**config.mk**
```make
export PLATFORM = sky130hd
export DESIGN_NAME = pulse_msg_receiver
export DESIGN_NICKNAME = d
export VERILOG_FILES = /design/src/rtl/pulse_msg_receiver.sv
export SDC_FILE = /design/constraint.sdc
export NUM_CORES = 1
export LEC_CHECK = 0
export CELL_PAD_IN_SITES_DETAIL_PLACEMENT = 1
export CELL_PAD_IN_SITES_GLOBAL_PLACEMENT = 1
export CORE_MARGIN = 4
export CORE_UTILIZATION = 35
export CTS_BUF_LIST = sky130_fd_sc_hd__clkbuf_4 sky130_fd_sc_hd__clkbuf_8 sky130_fd_sc_hd__clkbuf_16
export DETAILED_ROUTE_END_ITERATION = 16
export DONT_BUFFER_PORTS = 1
export GPL_TIMING_DRIVEN = 0
export PLACE_DENSITY = 0.64
export SLEW_MARGIN = 20
export SYNTH_ARGS = -nofsm -noshare
export SYNTH_HDL_FRONTEND = slang
export SYNTH_SLANG_ARGS = --single-unit
```
**constraint.sdc**
```tcl
create_clock -name clock -period 3.54 [get_ports clock]
set_input_delay 0.708 -clock clock [delete_from_list [all_inputs] [get_ports clock]]
set_output_delay 0.708 -clock clock [all_outputs]
set_load 0.01 [all_outputs]
```
**src/rtl/pulse_msg_receiver.sv**
```systemverilog
// -----------------------------------------------------------------------------
// pulse_msg_receiver
//
// Purpose:
//   Receives pulse-width encoded messages on an asynchronous serial line.
//   Each bit is one high pulse followed by a low gap. A high longer than
//   ONE_THRESH clocks is a 1; otherwise it is a 0. After MSG_BITS bits the
//   assembled message is written into a first-word-fall-through FIFO.
//   The message is assembled MSB first.
//   If a high pulse saturates the pulse counter, or a low gap lasts
//   IDLE_TICKS clocks, the partial message is dropped and frame_error pulses.
//
// Ports:
//   clock        in   system clock
//   reset        in   synchronous active-high reset
//   NEO_IN       in   asynchronous pulse-width encoded serial line
//   msg_valid    out  FIFO non-empty, head message presented on msg_data
//   msg_data     out  head message, MSB = first bit received
//   msg_ack      in   pops the head when msg_valid is high
//   msg_count    out  number of messages held
//   overflow     out  sticky: a complete message was dropped (FIFO full)
//   frame_error  out  one-cycle pulse: a partial message was discarded
//   busy         out  a message is in progress
// -----------------------------------------------------------------------------
module pulse_msg_receiver #(
    parameter int MSG_BITS   = 24,
    parameter int CNT_W      = 6,
    parameter int ONE_THRESH = 26,
    parameter int IDLE_TICKS = 48,
    parameter int FIFO_DEPTH = 4
) (
    input  logic                          clock,
    input  logic                          reset,
    input  logic                          NEO_IN,
    output logic                          msg_valid,
    output logic [MSG_BITS-1:0]           msg_data,
    input  logic                          msg_ack,
    output logic [$clog2(FIFO_DEPTH):0]   msg_count,
    output logic                          overflow,
    output logic                          frame_error,
    output logic                          busy
);

    localparam int PTR_W   = $clog2(FIFO_DEPTH);
    localparam int COUNT_W = PTR_W + 1;
    localparam int BIT_W   = $clog2(MSG_BITS + 1);

    localparam logic [CNT_W-1:0]   CNT_SAT_PREV  = {{(CNT_W-1){1'b1}}, 1'b0};
    localparam logic [CNT_W-1:0]   CNT_ONE       = CNT_W'(ONE_THRESH);
    localparam logic [CNT_W-1:0]   CNT_IDLE_LAST = CNT_W'(IDLE_TICKS - 1);
    localparam logic [BIT_W-1:0]   BIT_LAST      = BIT_W'(MSG_BITS - 1);
    localparam logic [COUNT_W-1:0] COUNT_FULL    = COUNT_W'(FIFO_DEPTH);

    typedef enum logic [1:0] {
        S_IDLE,
        S_HIGH,
        S_LOW,
        S_WAIT_LOW
    } state_t;

    logic                  r_sync1;
    logic                  r_sync2;
    logic                  w_sin;

    state_t                r_state;
    state_t                w_stateNext;
    logic [CNT_W-1:0]      r_pulseCnt;
    logic [CNT_W-1:0]      w_pulseNext;
    logic [BIT_W-1:0]      r_bitCnt;
    logic [BIT_W-1:0]      w_bitNext;
    logic [MSG_BITS-2:0]   r_shift;
    logic [MSG_BITS-2:0]   w_shiftNext;
    logic                  w_decoded;
    logic [MSG_BITS-1:0]   w_word;
    logic                  w_push;
    logic                  w_frameErr;

    logic                  r_pushPending;
    logic [MSG_BITS-1:0]   r_pushData;
    logic                  r_frameErr;

    logic [MSG_BITS-1:0]   r_mem [FIFO_DEPTH];
    logic [PTR_W-1:0]      r_wrPtr;
    logic [PTR_W-1:0]      r_rdPtr;
    logic [COUNT_W-1:0]    r_count;
    logic                  r_overflow;
    logic                  w_full;
    logic                  w_pop;
    logic                  w_accept;

    // Two-flop synchronizer; everything downstream decodes w_sin only.
    always_ff @(posedge clock) begin
        if (reset) begin
            r_sync1 <= 1'b0;
            r_sync2 <= 1'b0;
        end else begin
            r_sync1 <= NEO_IN;
            r_sync2 <= r_sync1;
        end
    end

    assign w_sin = r_sync2;

    // The pulse counter holds the number of line cycles seen at the current
    // level, including the edge cycle that caused the state change. That
    // makes a 27-clock high decode as a 1 and a 48-clock low time out.
    assign w_decoded = (r_pulseCnt > CNT_ONE);
    assign w_word    = {r_shift, w_decoded};

    // Next-state and datapath decode for the receive FSM.
    always_comb begin
        w_stateNext = r_state;
        w_pulseNext = r_pulseCnt;
        w_bitNext   = r_bitCnt;
        w_shiftNext = r_shift;
        w_push      = 1'b0;
        w_frameErr  = 1'b0;
        case (r_state)
            S_IDLE: begin
                if (w_sin) begin
                    w_stateNext = S_HIGH;
                    w_pulseNext = CNT_W'(1);
                end
            end
            S_HIGH: begin
                if (w_sin) begin
                    // Counter would reach all-ones: treat as a stuck line.
                    if (r_pulseCnt == CNT_SAT_PREV) begin
                        w_frameErr  = 1'b1;
                        w_stateNext = S_WAIT_LOW;
                        w_pulseNext = '0;
                        w_bitNext   = '0;
                        w_shiftNext = '0;
                    end else begin
                        w_pulseNext = r_pulseCnt + CNT_W'(1);
                    end
                end else begin
                    w_pulseNext = CNT_W'(1);
                    if (r_bitCnt == BIT_LAST) begin
                        w_push      = 1'b1;
                        w_bitNext   = '0;
                        w_shiftNext = '0;
                        w_stateNext = S_IDLE;
                    end else begin
                        w_shiftNext = w_word[MSG_BITS-2:0];
                        w_bitNext   = r_bitCnt + BIT_W'(1);
                        w_stateNext = S_LOW;
                    end
                end
            end
            S_LOW: begin
                if (w_sin) begin
                    w_stateNext = S_HIGH;
                    w_pulseNext = CNT_W'(1);
                end else if (r_pulseCnt == CNT_IDLE_LAST) begin
                    w_frameErr  = 1'b1;
                    w_stateNext = S_IDLE;
                    w_pulseNext = '0;
                    w_bitNext   = '0;
                    w_shiftNext = '0;
                end else begin
                    w_pulseNext = r_pulseCnt + CNT_W'(1);
                end
            end
            S_WAIT_LOW: begin
                if (!w_sin) begin
                    w_stateNext = S_IDLE;
                    w_pulseNext = '0;
                end
            end
            default: begin
                w_stateNext = S_IDLE;
                w_pulseNext = '0;
                w_bitNext   = '0;
                w_shiftNext = '0;
            end
        endcase
    end

    // FSM state and receive datapath registers. A completed message is
    // staged in r_pushData and written into the FIFO on the following edge.
    always_ff @(posedge clock) begin
        if (reset) begin
            r_state       <= S_IDLE;
            r_pulseCnt    <= '0;
            r_bitCnt      <= '0;
            r_shift       <= '0;
            r_pushPending <= 1'b0;
            r_pushData    <= '0;
            r_frameErr    <= 1'b0;
        end else begin
            r_state       <= w_stateNext;
            r_pulseCnt    <= w_pulseNext;
            r_bitCnt      <= w_bitNext;
            r_shift       <= w_shiftNext;
            r_pushPending <= w_push;
            r_frameErr    <= w_frameErr;
            if (w_push) begin
                r_pushData <= w_word;
            end
        end
    end

    // A push is accepted when there is room, or when a pop frees a slot on
    // the same edge.
    assign w_full   = (r_count == COUNT_FULL);
    assign w_pop    = msg_valid && msg_ack;
    assign w_accept = r_pushPending && (!w_full || w_pop);

    // FIFO pointers, occupancy and the sticky overflow flag. Pointers are
    // PTR_W bits wide, so they wrap modulo FIFO_DEPTH by themselves.
    always_ff @(posedge clock) begin
        if (reset) begin
            r_wrPtr    <= '0;
            r_rdPtr    <= '0;
            r_count    <= '0;
            r_overflow <= 1'b0;
        end else begin
            if (w_accept) begin
                r_wrPtr <= r_wrPtr + PTR_W'(1);
            end
            if (w_pop) begin
                r_rdPtr <= r_rdPtr + PTR_W'(1);
            end
            if (w_accept && !w_pop) begin
                r_count <= r_count + COUNT_W'(1);
            end else if (w_pop && !w_accept) begin
                r_count <= r_count - COUNT_W'(1);
            end
            if (r_pushPending && w_full && !w_pop) begin
                r_overflow <= 1'b1;
            end
        end
    end

    // FIFO storage; contents are meaningless while the FIFO is empty, so
    // the array is not reset.
    always_ff @(posedge clock) begin
        if (!reset && w_accept) begin
            r_mem[r_wrPtr] <= r_pushData;
        end
    end

    assign msg_valid   = (r_count != '0);
    assign msg_data    = r_mem[r_rdPtr];
    assign msg_count   = r_count;
    assign overflow    = r_overflow;
    assign frame_error = r_frameErr;
    assign busy        = (r_state == S_HIGH) || (r_state == S_LOW);

endmodule

```
==> summary.txt, run 1 <==
Run status
  • Status: finished, final reports clean

Synthesis
  • Yosys warning count: 0
  • Post-synth EDFFs: 96
  • Post-synthesis average cell area: 13.4 um^2
  • Primary FF master, synth: edfxtp_1
  • Mapped Nets: 520
  • Post-synthesis sequential area ratio: 64.8%
  • Ranking of synthesized cells by area: edfxtp_1 43%, dfxtp_1 22%, mux4_2 8.0%, nand2_1 5.5%, mux2i_1 4.0%
  • Post-synthesis mux area share: 12.2%
  • Simple-gate area share of the yosys netlist: 11.2%
  • Syn Inst Count: 502
  • Synth area leader: edfxtp_1
  • Main combinational cell family by area after synthesis: multiplexers
  • #FFs+latches synth: 170
  • Post-Syn Area: 6730 um^2
  • Post-synthesis adder-cell area fraction: 2.71%
  • Post-Synth XOR/XNOR Area: 0.911%
  • Asr flop ratio synth: 0%
  • Netlist cell types: 48
  • Top cell type's share of synthesized area: 42.8%
  • Post-synthesis compound-gate area fraction: 5.26%

Clock tree
  • H-Tree Depth: 4
  • Total setup buffers inserted after CTS: 0
  • Clock Path Buffers: 2
  • Reg clk slew, reported paths: 0.07 ns
  • CTS Root Cell: clkbuf_16
  • Cts bufs inserted: 17
  • TritonCTS clock tree: yes
  • Clock latency on the worst-skew pair: 0.42 ns
  • Num Clock Sinks: 170
  • Hold-fix buffers, CTS: 0
  • Post-cts resize count: 0

Routing
  • Residual DRC count: 0
  • Avg WL per Cell: 16.5 um
  • Antenna Nets Post-Route: 0
  • Final WL: 13.1 mm
  • Total number of vias: 3866
  • DRT iter0 DRCs: 181
  • 1st-pass router iterations: 4
  • Vias/cell: 4.87

Setup path
  • CP required: 2.83 ns
  • Worst Path Arrival: 2.17 ns
  • Critical path startpoint category: flop
  • Critical Path End Type: primary output
  • Worst-path maximum fanout: 10
  • Setup CP Type: flop to primary output

Final layout
  • Fraction of layout cells with a size suffix above 1: 14.6%
  • Most common cell after layout, fill and taps aside: nand2_1
  • Highest-count cells in the layout ignoring fill and taps: 99 x nand2_1, 96 x edfxtp_1, 74 x dfxtp_1, 32 x a21oi_1, 27 x mux2i_1
  • Final instance area: 7670 um^2
  • ANT cells: 0
  • Layout Nets: 539
  • Final Util: 40.7%
  • Area grow syn2layout: 13.9%

Timing
  • Endpoints failing setup: 0
  • Final TNS setup: 0 ns
  • Final clock period utilization by the worst path: 81.2%
  • Max Clock Skew: 0.0112 ns
  • Min Tclk post-route: 2.88 ns
  • Max-slew violations: 0
  • RSZ-0062 raised after global routing: false
  • Achievable Freq: 348 MHz
  • Slew margin rel.: 53.8%
  • Final Hold Violating Endpoints: 0
  • Slew @ Worst Pin: 0.693 ns

Power and ir drop
  • PwrDens: 643 nW/um^2
  • Int Pwr: 3490 uW
  • Switching power: 1450 uW
  • Sequential power share: 44.3%
  • Static leakage: 0.00250 uW
  • Max VDD drop: 0.354 mV
  • Sw frac: 29.4%
  • Logic gate share of total power: 18.7%
  • Clock group share of total power: 37.0%

Placement
  • GPL Wtd Cong: 0.780
  • IO buf count: 0
  • Cell Area, Placed: 7060 um^2
  • Detail Placement HPWL: 8.74 mm

Global routing
  • Maximum number of pins on one net before global-route repair: 25
  • Grt ovf: 0
  • Initial antenna violation count: 0
  • GRT Util Overall: 12.8%
  • First-pass GRT wire length: 21.6 mm
  • Number of global-route vias before repair: 4071

Die
  • Full die area: 21500 um^2
  • Initial Utilization: 35.8%
  • Core Area: 18800 um^2
  • # IOs: 35
  • Die height: 147 um
  • DIE WIDTH: 147 um
  • Cell Rows: 50

Run
  • Max_cap viols: 0

Worst hold path
  • Worst hold path class: input port to flop
## flip-flops by register name (all words and copies together) (netlist names), 2 cells and up, named ones only
register    cells
r_wrPtr         2
r_bitCnt        5
r_state         2
r_mem          96
r_rdPtr         2
r_pushData     24
msg_count       3
r_shift        23
r_pulseCnt      6
## through the flow
stage                     power, uW  hold WS (ns)  setup slack [ns]  cells
after floorplan                2980         0.414              1.30    502
after global placement         3150         0.431             0.788    762
after detailed placement       3170         0.429              1.04    762
after CTS                      5000         0.407             0.579    794
after global routing           5170         0.422             0.476    794
final                          4930         0.420             0.664    794
## final timing paths
| check | end | cells past startpoint | slack [ns] | startpoint |
|---|---|---|---|---|
| worst max register to register | msg_count[2] | 8 | 1.23 | msg_count[0] |
| worst max-delay path | msg_data[17] | 3 | 0.66 | flop |
| worst min register to register | r_sync2 | 1 | 0.45 | r_sync1 |
| worst min-delay path | r_sync1 | 1 | 0.42 | NEO_IN |
## cell usage after synthesis (3+ instances only)
master    count
a21oi_1      32
o31ai_1       3
dfxtp_1      74
nand2_1      99
mux2i_1      27
nand3_1       5
a31oi_1       3
edfxtp_1     96
nand2b_1      4
nor3_1        6
nor2b_1       3
and3_4        3
and2_1        4
nor2_1       19
buf_2         5
xor2_1        5
clkbuf_1     17
o21ai_0       8
or3_1         3
mux4_2       24
ha_1         13
inv_1        14
nor3b_1       3
## critical path, stage by stage, from the launching register on
cell and delay [ns]:
dfxtp_1 0.35, clkbuf_1 0.36, buf_2 0.43, mux4_2 0.61
## power by group through the flow
stage	clock network, uW	registers (uW)	logic [uW]
after floorplan	0	2210	772
after global placement	0	2230	922
after global routing	1960	2200	1010
after CTS	1870	2190	946
after detailed placement	0	2230	942
final	1830	2190	921
## metal layers
layer | GRT usage (%) | share of wire, % | up-vias
met3 | 3.15 | 3.3 | 10
met4 | 3.53 | 0.95 | 0
met5 | 0 | 0 | -
li1 | - | - | 1852
met2 | 21.7 | 50 | 46
met1 | 16.4 | 46 | 1958
## kinds of logic after synthesis
family	Yosys count
compound gates	58
xor+xnor	7
fa+ha+maj	14
buf+inv	40
flops	170
mux	52
simple gates	161
## layout make-up
class | instances | area (um^2)
inverter | 14 | 52.6
clock inverter | 15 | 180
sequential | 170 | 4360
clock buffer | 17 | 425
multi-input combinational | 292 | 2180
fill | 1943 | 11200
buffer | 26 | 144
tap | 260 | 325
(Power assumes the default switching activity.)
==> inputs of run 2 (changes only) <==
--- a/config.mk
+++ b/config.mk
@@ -13,7 +13,7 @@
 export DETAILED_ROUTE_END_ITERATION = 16
 export DONT_BUFFER_PORTS = 1
 export GPL_TIMING_DRIVEN = 0
-export PLACE_DENSITY = 0.64
+export PLACE_DENSITY = 0.67
 export SLEW_MARGIN = 20
 export SYNTH_ARGS = -nofsm -noshare
 export SYNTH_HDL_FRONTEND = slang
==> constraint.sdc (replaced) <==
create_clock -name clock -period 2.5 [get_ports clock]
set_input_delay 0.5 -clock clock [delete_from_list [all_inputs] [get_ports clock]]
set_output_delay 0.5 -clock clock [all_outputs]
set_load 0.01 [all_outputs]
==> summary.txt, run 2 (synthesis gave the netlist of run 1 again) <==
Final layout
  • Layout Nets: 538 (-0.19%)
  • Most common cell after layout, fill and taps aside: nand2_1
  • Largest Register: r_mem
  • Area grow syn2layout: 13.7%
  • Fraction of layout cells with a size suffix above 1: 15.4% (+0.78 points)
  • Highest-count cells in the layout ignoring fill and taps: 99 x nand2_1, 96 x edfxtp_1, 73 x dfxtp_1, 32 x a21oi_1, 27 x mux2i_1
  • Top Registers: r_mem x96, r_pushData x24, r_shift x23
  • ANT cells: 0 (unchanged)
  • Post-Layout Cell Count: 793 (-0.13%)
  • Max reg flops: 96 (unchanged)

Power and ir drop
  • PwrDens: 913 nW/um^2 (+42%)
  • Sequential power share: 44.7% (+0.4 points)
  • Int Pwr: 4960 uW (+42%)
  • Clock group share of total power: 36.5% (-0.5 points)
  • Max VDD drop: 0.475 mV (+34%)
  • Switching power: 2030 uW (+40%)
  • Logic gate share of total power: 18.8% (about the same)
  • Static leakage: 0.00251 uW (+0.44%)
  • Sw frac: 29.0% (-0.36 points)

Global routing
  • GRT Util Overall: 13.2% (+0.44 points)
  • Grt ovf: 0 (unchanged)
  • Initial antenna violation count: 0 (unchanged)
  • Maximum number of pins on one net before global-route repair: 25 (unchanged)
  • Number of global-route vias before repair: 4225 (+3.8%)
  • First-pass GRT wire length: 22.6 mm (+4.5%)

Setup path
  • Worst Path Arrival: 1.82 ns (-0.35 ns)
  • CP required: 2.00 ns (-0.83 ns)
  • RR Endpoint: msg_count[2]
  • CP max stage cell: mux4_2
  • Reg2reg path depth: 8 (unchanged)
  • Setup CP Type: flop to primary output
  • Critical Path End Type: primary output
  • Reg2reg setup slack: 0.24 ns (-0.99 ns)
  • Critical path startpoint category: flop
  • RR Startpoint: msg_count[0]
  • Crit path cell chain: buf_1 -> clkbuf_2 -> mux4_2
  • Worst-path maximum fanout: 10 (unchanged)
  • Crit-path max cell delay: 0.41 ns (-0.20 ns)

Timing
  • Endpoints failing setup: 0 (unchanged)
  • Final Hold Violating Endpoints: 0 (unchanged)
  • Min Tclk post-route: 2.32 ns
  • Achievable Freq: 430 MHz
  • Max-slew violations: 0 (unchanged)
  • Max Clock Skew: 0.0101 ns (-0.00118 ns)
  • RSZ-0062 raised after global routing: false
  • Final clock period utilization by the worst path: 92.9%
  • Slew margin rel.: 53.8% (about the same)
  • Setup WS post-layout: 0.177 ns (-0.487 ns)
  • Slew @ Worst Pin: 0.693 ns (-0.000683 ns)

Clock tree
  • Num Clock Sinks: 170 (unchanged)
  • Clock Path Buffers: 2 (unchanged)
  • Cts bufs inserted: 17 (unchanged)
  • TritonCTS clock tree: yes
  • Clock latency on the worst-skew pair: 0.42 ns (about the same)
  • Reg clk slew, reported paths: 0.07 ns (about the same)
  • Total setup buffers inserted after CTS: 0 (unchanged)
  • Hold-fix buffers, CTS: 0 (unchanged)
  • CTS Root Cell: clkbuf_16
  • H-Tree Depth: 4 (unchanged)

Routing
  • Residual DRC count: 0 (unchanged)
  • 1st-pass router iterations: 4 (unchanged)
  • DRT iter0 DRCs: 228 (+26%)
  • Final WL: 13.4 mm (+2.7%)
  • Antenna Nets Post-Route: 0 (unchanged)
  • Vias/cell: 4.83 (-0.73%)
  • Total number of vias: 3833 (-0.85%)
  • Avg WL per Cell: 16.9 um (+2.9%)

Placement
  • Placed Instances: 762 (unchanged)
  • IO buf count: 0 (unchanged)
  • Dpl ws: 0.177 ns (-0.867 ns)
  • GPL Wtd Cong: 0.795 (+1.9%)
  • Detail Placement HPWL: 9.15 mm (+4.7%)

Run
  • Max_cap viols: 0 (unchanged)

Die
  • Die height: 147 um (unchanged)
  • Cell Rows: 50 (unchanged)
  • Full die area: 21500 um^2 (unchanged)
  • DIE WIDTH: 147 um (unchanged)
  • Core Area: 18800 um^2 (unchanged)
  • # IOs: 35 (unchanged)
  • Initial Utilization: 35.8% (unchanged)

Worst hold path
  • Worst Min Path Start: NEO_IN
  • Hold Path Sink: r_sync1
  • Hold depth: 1 (unchanged)
  • Worst hold path class: input port to flop

Run status
  • Status: finished, final reports clean
## run 2: critical path, delay by kind of cell, from the launching register on
family                 cells  cell delay (ns)
buffers and inverters      2             0.67
multiplexers               1             0.41
flip-flops                 1             0.32
## run 2: what timing repair did
item	CTS	global route
cloned	0	0
setup endpoints to repair	20	21
resized for setup	4	2
## run 2: layout make-up
cell class,instances,area [um^2]
Tap cell,260,325
Sequential cell,170,4370
Buffer,25,148
Fill cell,1963,11200
Clock buffer,18,433
Multi-Input combinational cell,292,2180
Clock inverter,14,150
Inverter,14,52.6
## run 2: power groups by stage
stage	sequential, uW	clock (uW)	combinational (uW)
after floorplan	3130	0	1090
after global placement	3160	0	1300
after detailed placement	3160	0	1340
after CTS	3120	2620	1330
after global routing	3140	2740	1450
final	3120	2550	1320
## run 2: routing by layer
metal	wire, um	GRT usage (%)
met1	6260	17.2
met2	6630	22.0
met3	432	3.58
met4	102	3.53
met5	0	0
## run 2: worst max path at each step
stage / from / endpoint
after floorplan: msg_count[0] / msg_count[2]
after global placement: reset / r_mem[0][20]
after detailed placement: msg_count[0] / msg_count[2]
after CTS: flop / msg_data[7]
after global routing: msg_count[0] / msg_count[2]
final: flop / msg_data[7]
## run 2: metrics by stage
stage | hold WS (ns) | instance area [um^2] | total power (uW) | utilization, % | TNS [ns]
floorplan | 0.414 | 6730 | 4230 | - | 0
finish | 0.200 | 7660 | 6990 | 40.7 | 0
global placement | 0.421 | 7060 | 4460 | 37.5 | -0.552
detailed placement | 0.427 | 7060 | 4500 | 37.5 | 0
CTS | 0.184 | 7650 | 7070 | 40.6 | 0
global route | 0.197 | 7660 | 7320 | 40.7 | 0
==> inputs of run 3 (changes only) <==
--- a/config.mk
+++ b/config.mk
@@ -8,12 +8,12 @@
 export CELL_PAD_IN_SITES_DETAIL_PLACEMENT = 1
 export CELL_PAD_IN_SITES_GLOBAL_PLACEMENT = 1
 export CORE_MARGIN = 4
-export CORE_UTILIZATION = 35
+export CORE_UTILIZATION = 47
 export CTS_BUF_LIST = sky130_fd_sc_hd__clkbuf_4 sky130_fd_sc_hd__clkbuf_8 sky130_fd_sc_hd__clkbuf_16
 export DETAILED_ROUTE_END_ITERATION = 16
 export DONT_BUFFER_PORTS = 1
 export GPL_TIMING_DRIVEN = 0
-export PLACE_DENSITY = 0.67
+export PLACE_DENSITY = 0.83
 export SLEW_MARGIN = 20
 export SYNTH_ARGS = -nofsm -noshare
 export SYNTH_HDL_FRONTEND = slang
==> summary.txt, run 3 (synthesis gave the netlist of run 1 again) <==
Run status
  • Status: finished, final reports clean

Routing
  • Final WL: 15.3 mm (+14%)
  • Vias/cell: 5.67 (+17%)
  • Residual DRC count: 0 (unchanged)
  • Antenna Nets Post-Route: 0 (unchanged)
  • Total number of vias: 4037 (+5.3%)
  • 1st-pass router iterations: 4 (unchanged)
  • DRT iter0 DRCs: 290 (+27%)
  • Avg WL per Cell: 21.4 um (+27%)

Final layout
  • Fraction of layout cells with a size suffix above 1: 15.6% (+0.22 points)
  • Fillcell total: 1363 (-31%)
  • Top Registers: r_mem x96, r_pushData x24, r_shift x23
  • Area grow syn2layout: 12.1%
  • Largest Register: r_mem
  • Highest-count cells in the layout ignoring fill and taps: 99 x nand2_1, 96 x edfxtp_1, 73 x dfxtp_1, 32 x a21oi_1, 27 x mux2i_1
  • Final Util: 54.2% (+14 points)
  • ANT cells: 0 (unchanged)
  • Multi-input logic area: 2190 um^2 (+0.29%)
  • Reg area: 4370 um^2 (unchanged)
  • Max reg flops: 96 (unchanged)
  • Layout Nets: 537 (-0.19%)
  • Most common cell after layout, fill and taps aside: nand2_1

Setup path
  • CP required: 2.85 ns (+0.85 ns)
  • CP max stage cell: or3_4
  • Worst path top cell family by delay: simple AND/OR/NAND/NOR gates
  • Crit-path max cell delay: 0.45 ns (+0.04 ns)
  • Setup CP Type: flop to flop
  • Critical Path End Type: flop
  • Crit path cell chain: or3_4 -> nand2_1 -> ha_1 -> inv_1 -> fa_1 -> xor2_1 -> or3_1 -> a21oi_1
  • Worst-path maximum fanout: 5 (-5)
  • Critical path startpoint category: flop
  • Worst Path Arrival: 2.66 ns (+0.84 ns)
  • Buf/Inv on CP: 1 (-1)

Placement
  • Dpl ws: 0.108 ns (-0.0696 ns)
  • Detail Placement HPWL: 9.85 mm (+7.7%)
  • IO buf count: 0 (unchanged)
  • GPL Wtd Cong: 0.844 (+6.2%)

Global routing
  • Maximum number of pins on one net before global-route repair: 25 (unchanged)
  • First-pass GRT wire length: 25.1 mm (+11%)
  • Initial antenna violation count: 0 (unchanged)
  • Grt ovf: 0 (unchanged)
  • Met3 usage: 5.04% (+1.5 points)
  • Met1 usage: 26.4% (+9.2 points)
  • Number of global-route vias before repair: 4421 (+4.6%)
  • Gr busiest metal: met2
  • GR Layer Usage met2: 33.5% (+12 points)
  • GRT Util Overall: 20.3% (+7.1 points)

Timing
  • Max-slew violations: 0 (unchanged)
  • Max Clock Skew: 0.00709 ns (-0.00297 ns)
  • Fin Hold WS: 0.198 ns (-0.00208 ns)
  • Setup WS post-layout: 0.195 ns (+0.0181 ns)
  • Final Hold Violating Endpoints: 0 (unchanged)
  • Endpoints failing setup: 0 (unchanged)
  • Slew margin rel.: 50.8% (-3.1 points)
  • Final clock period utilization by the worst path: 92.2% (-0.72 points)
  • RSZ-0062 raised after global routing: false
  • Final TNS setup: 0 ns (unchanged)
  • Achievable Freq: 434 MHz (+0.78%)
  • Slew @ Worst Pin: 0.738 ns (+0.0458 ns)
  • Min Tclk post-route: 2.30 ns (-0.0181 ns)

Die
  • Die height: 128 um (-13%)
  • Initial Utilization: 48.3% (+13 points)
  • Full die area: 16300 um^2 (-24%)
  • # IOs: 35 (unchanged)
  • Core Area: 13900 um^2 (-26%)
  • Cell Rows: 43 (-14%)
  • DIE WIDTH: 128 um (-13%)

Clock tree
  • H-Tree Depth: 4 (unchanged)
  • Total setup buffers inserted after CTS: 0 (unchanged)
  • Reg clk slew, reported paths: 0.07 ns (about the same)
  • CTS Root Cell: clkbuf_16
  • Clock Path Buffers: 2 (unchanged)
  • Clock latency on the worst-skew pair: 0.43 ns (about the same)
  • Cts bufs inserted: 17 (unchanged)
  • TritonCTS clock tree: yes
  • Num Clock Sinks: 170 (unchanged)

Worst hold path
  • Worst hold path class: input port to flop

Power and ir drop
  • Logic gate share of total power: 18.9% (about the same)
  • Max VDD drop: 0.492 mV (+3.7%)
  • PwrDens: 930 nW/um^2 (+1.8%)
  • Switching power: 2070 uW (+2.2%)
  • Static leakage: 0.00250 uW (-0.27%)
  • Sw frac: 29.5% (+0.52 points)
  • Int Pwr: 4950 uW (-0.33%)
  • Sequential power share: 44.6% (about the same)
  • Clock group share of total power: 36.5% (about the same)

Run
  • Max_cap viols: 0 (unchanged)
-- run 3: area by class of cell --
type,instances,share of cell area (%)
Sequential cell,170,57.8
Multi-Input combinational cell,292,29.0
Clock buffer,17,5.63
Tap cell,180,2.98
Clock inverter,15,1.97
Buffer,24,1.91
Inverter,14,0.696
-- run 3: path summary, 6_finish.rpt --
| kind | startpoint | end | slack, ns | cells past startpoint |
|---|---|---|---|---|
| max | msg_count[0] | msg_count[2] | 0.20 | 8 |
| min | NEO_IN | r_sync1 | 0.20 | 1 |
| max reg2reg | msg_count[0] | msg_count[2] | 0.20 | 8 |
| min reg2reg | r_sync1 | r_sync2 | 0.46 | 1 |
-- run 3: layer usage --
layer,up-vias,wire [um]
met5,-,0
met4,0,273
met3,17,801
li1,1849,-
met2,116,7790
met1,2055,6400
-- run 3: timing repair --
action	CTS	global route
setup endpoints to repair	20	21
hold buffers	0	0
resized for setup	4	3
-- run 3: power by group through the flow --
| stage | clock, uW | sequential, uW | combinational [uW] |
|---|---|---|---|
| after floorplan | 0 | 3130 | 1090 |
| after CTS | 2600 | 3130 | 1340 |
| after global placement | 0 | 3160 | 1280 |
| after detailed placement | 0 | 3170 | 1350 |
| final | 2560 | 3130 | 1320 |
| after global routing | 2740 | 3160 | 1450 |
-- run 3: stage by stage --
step / cells / cell area, um^2 / total power [uW]
6_report: 712 / 7550 / 7020
5_1_grt: 712 / 7550 / 7340
4_1_cts: 713 / 7540 / 7070
3_5_place_dp: 682 / 6960 / 4520
3_3_place_gp: 682 / 6960 / 4450
2_1_floorplan: 502 / 6730 / 4230
-- run 3: worst register-to-register path, cell delays in order, from the launching register on --
cell and delay [ns]:
dfxtp_1 0.41, or3_4 0.45, nand2_1 0.12, ha_1 0.19, inv_1 0.06, fa_1 0.38, xor2_1 0.17, or3_1 0.30
a21oi_1 0.15
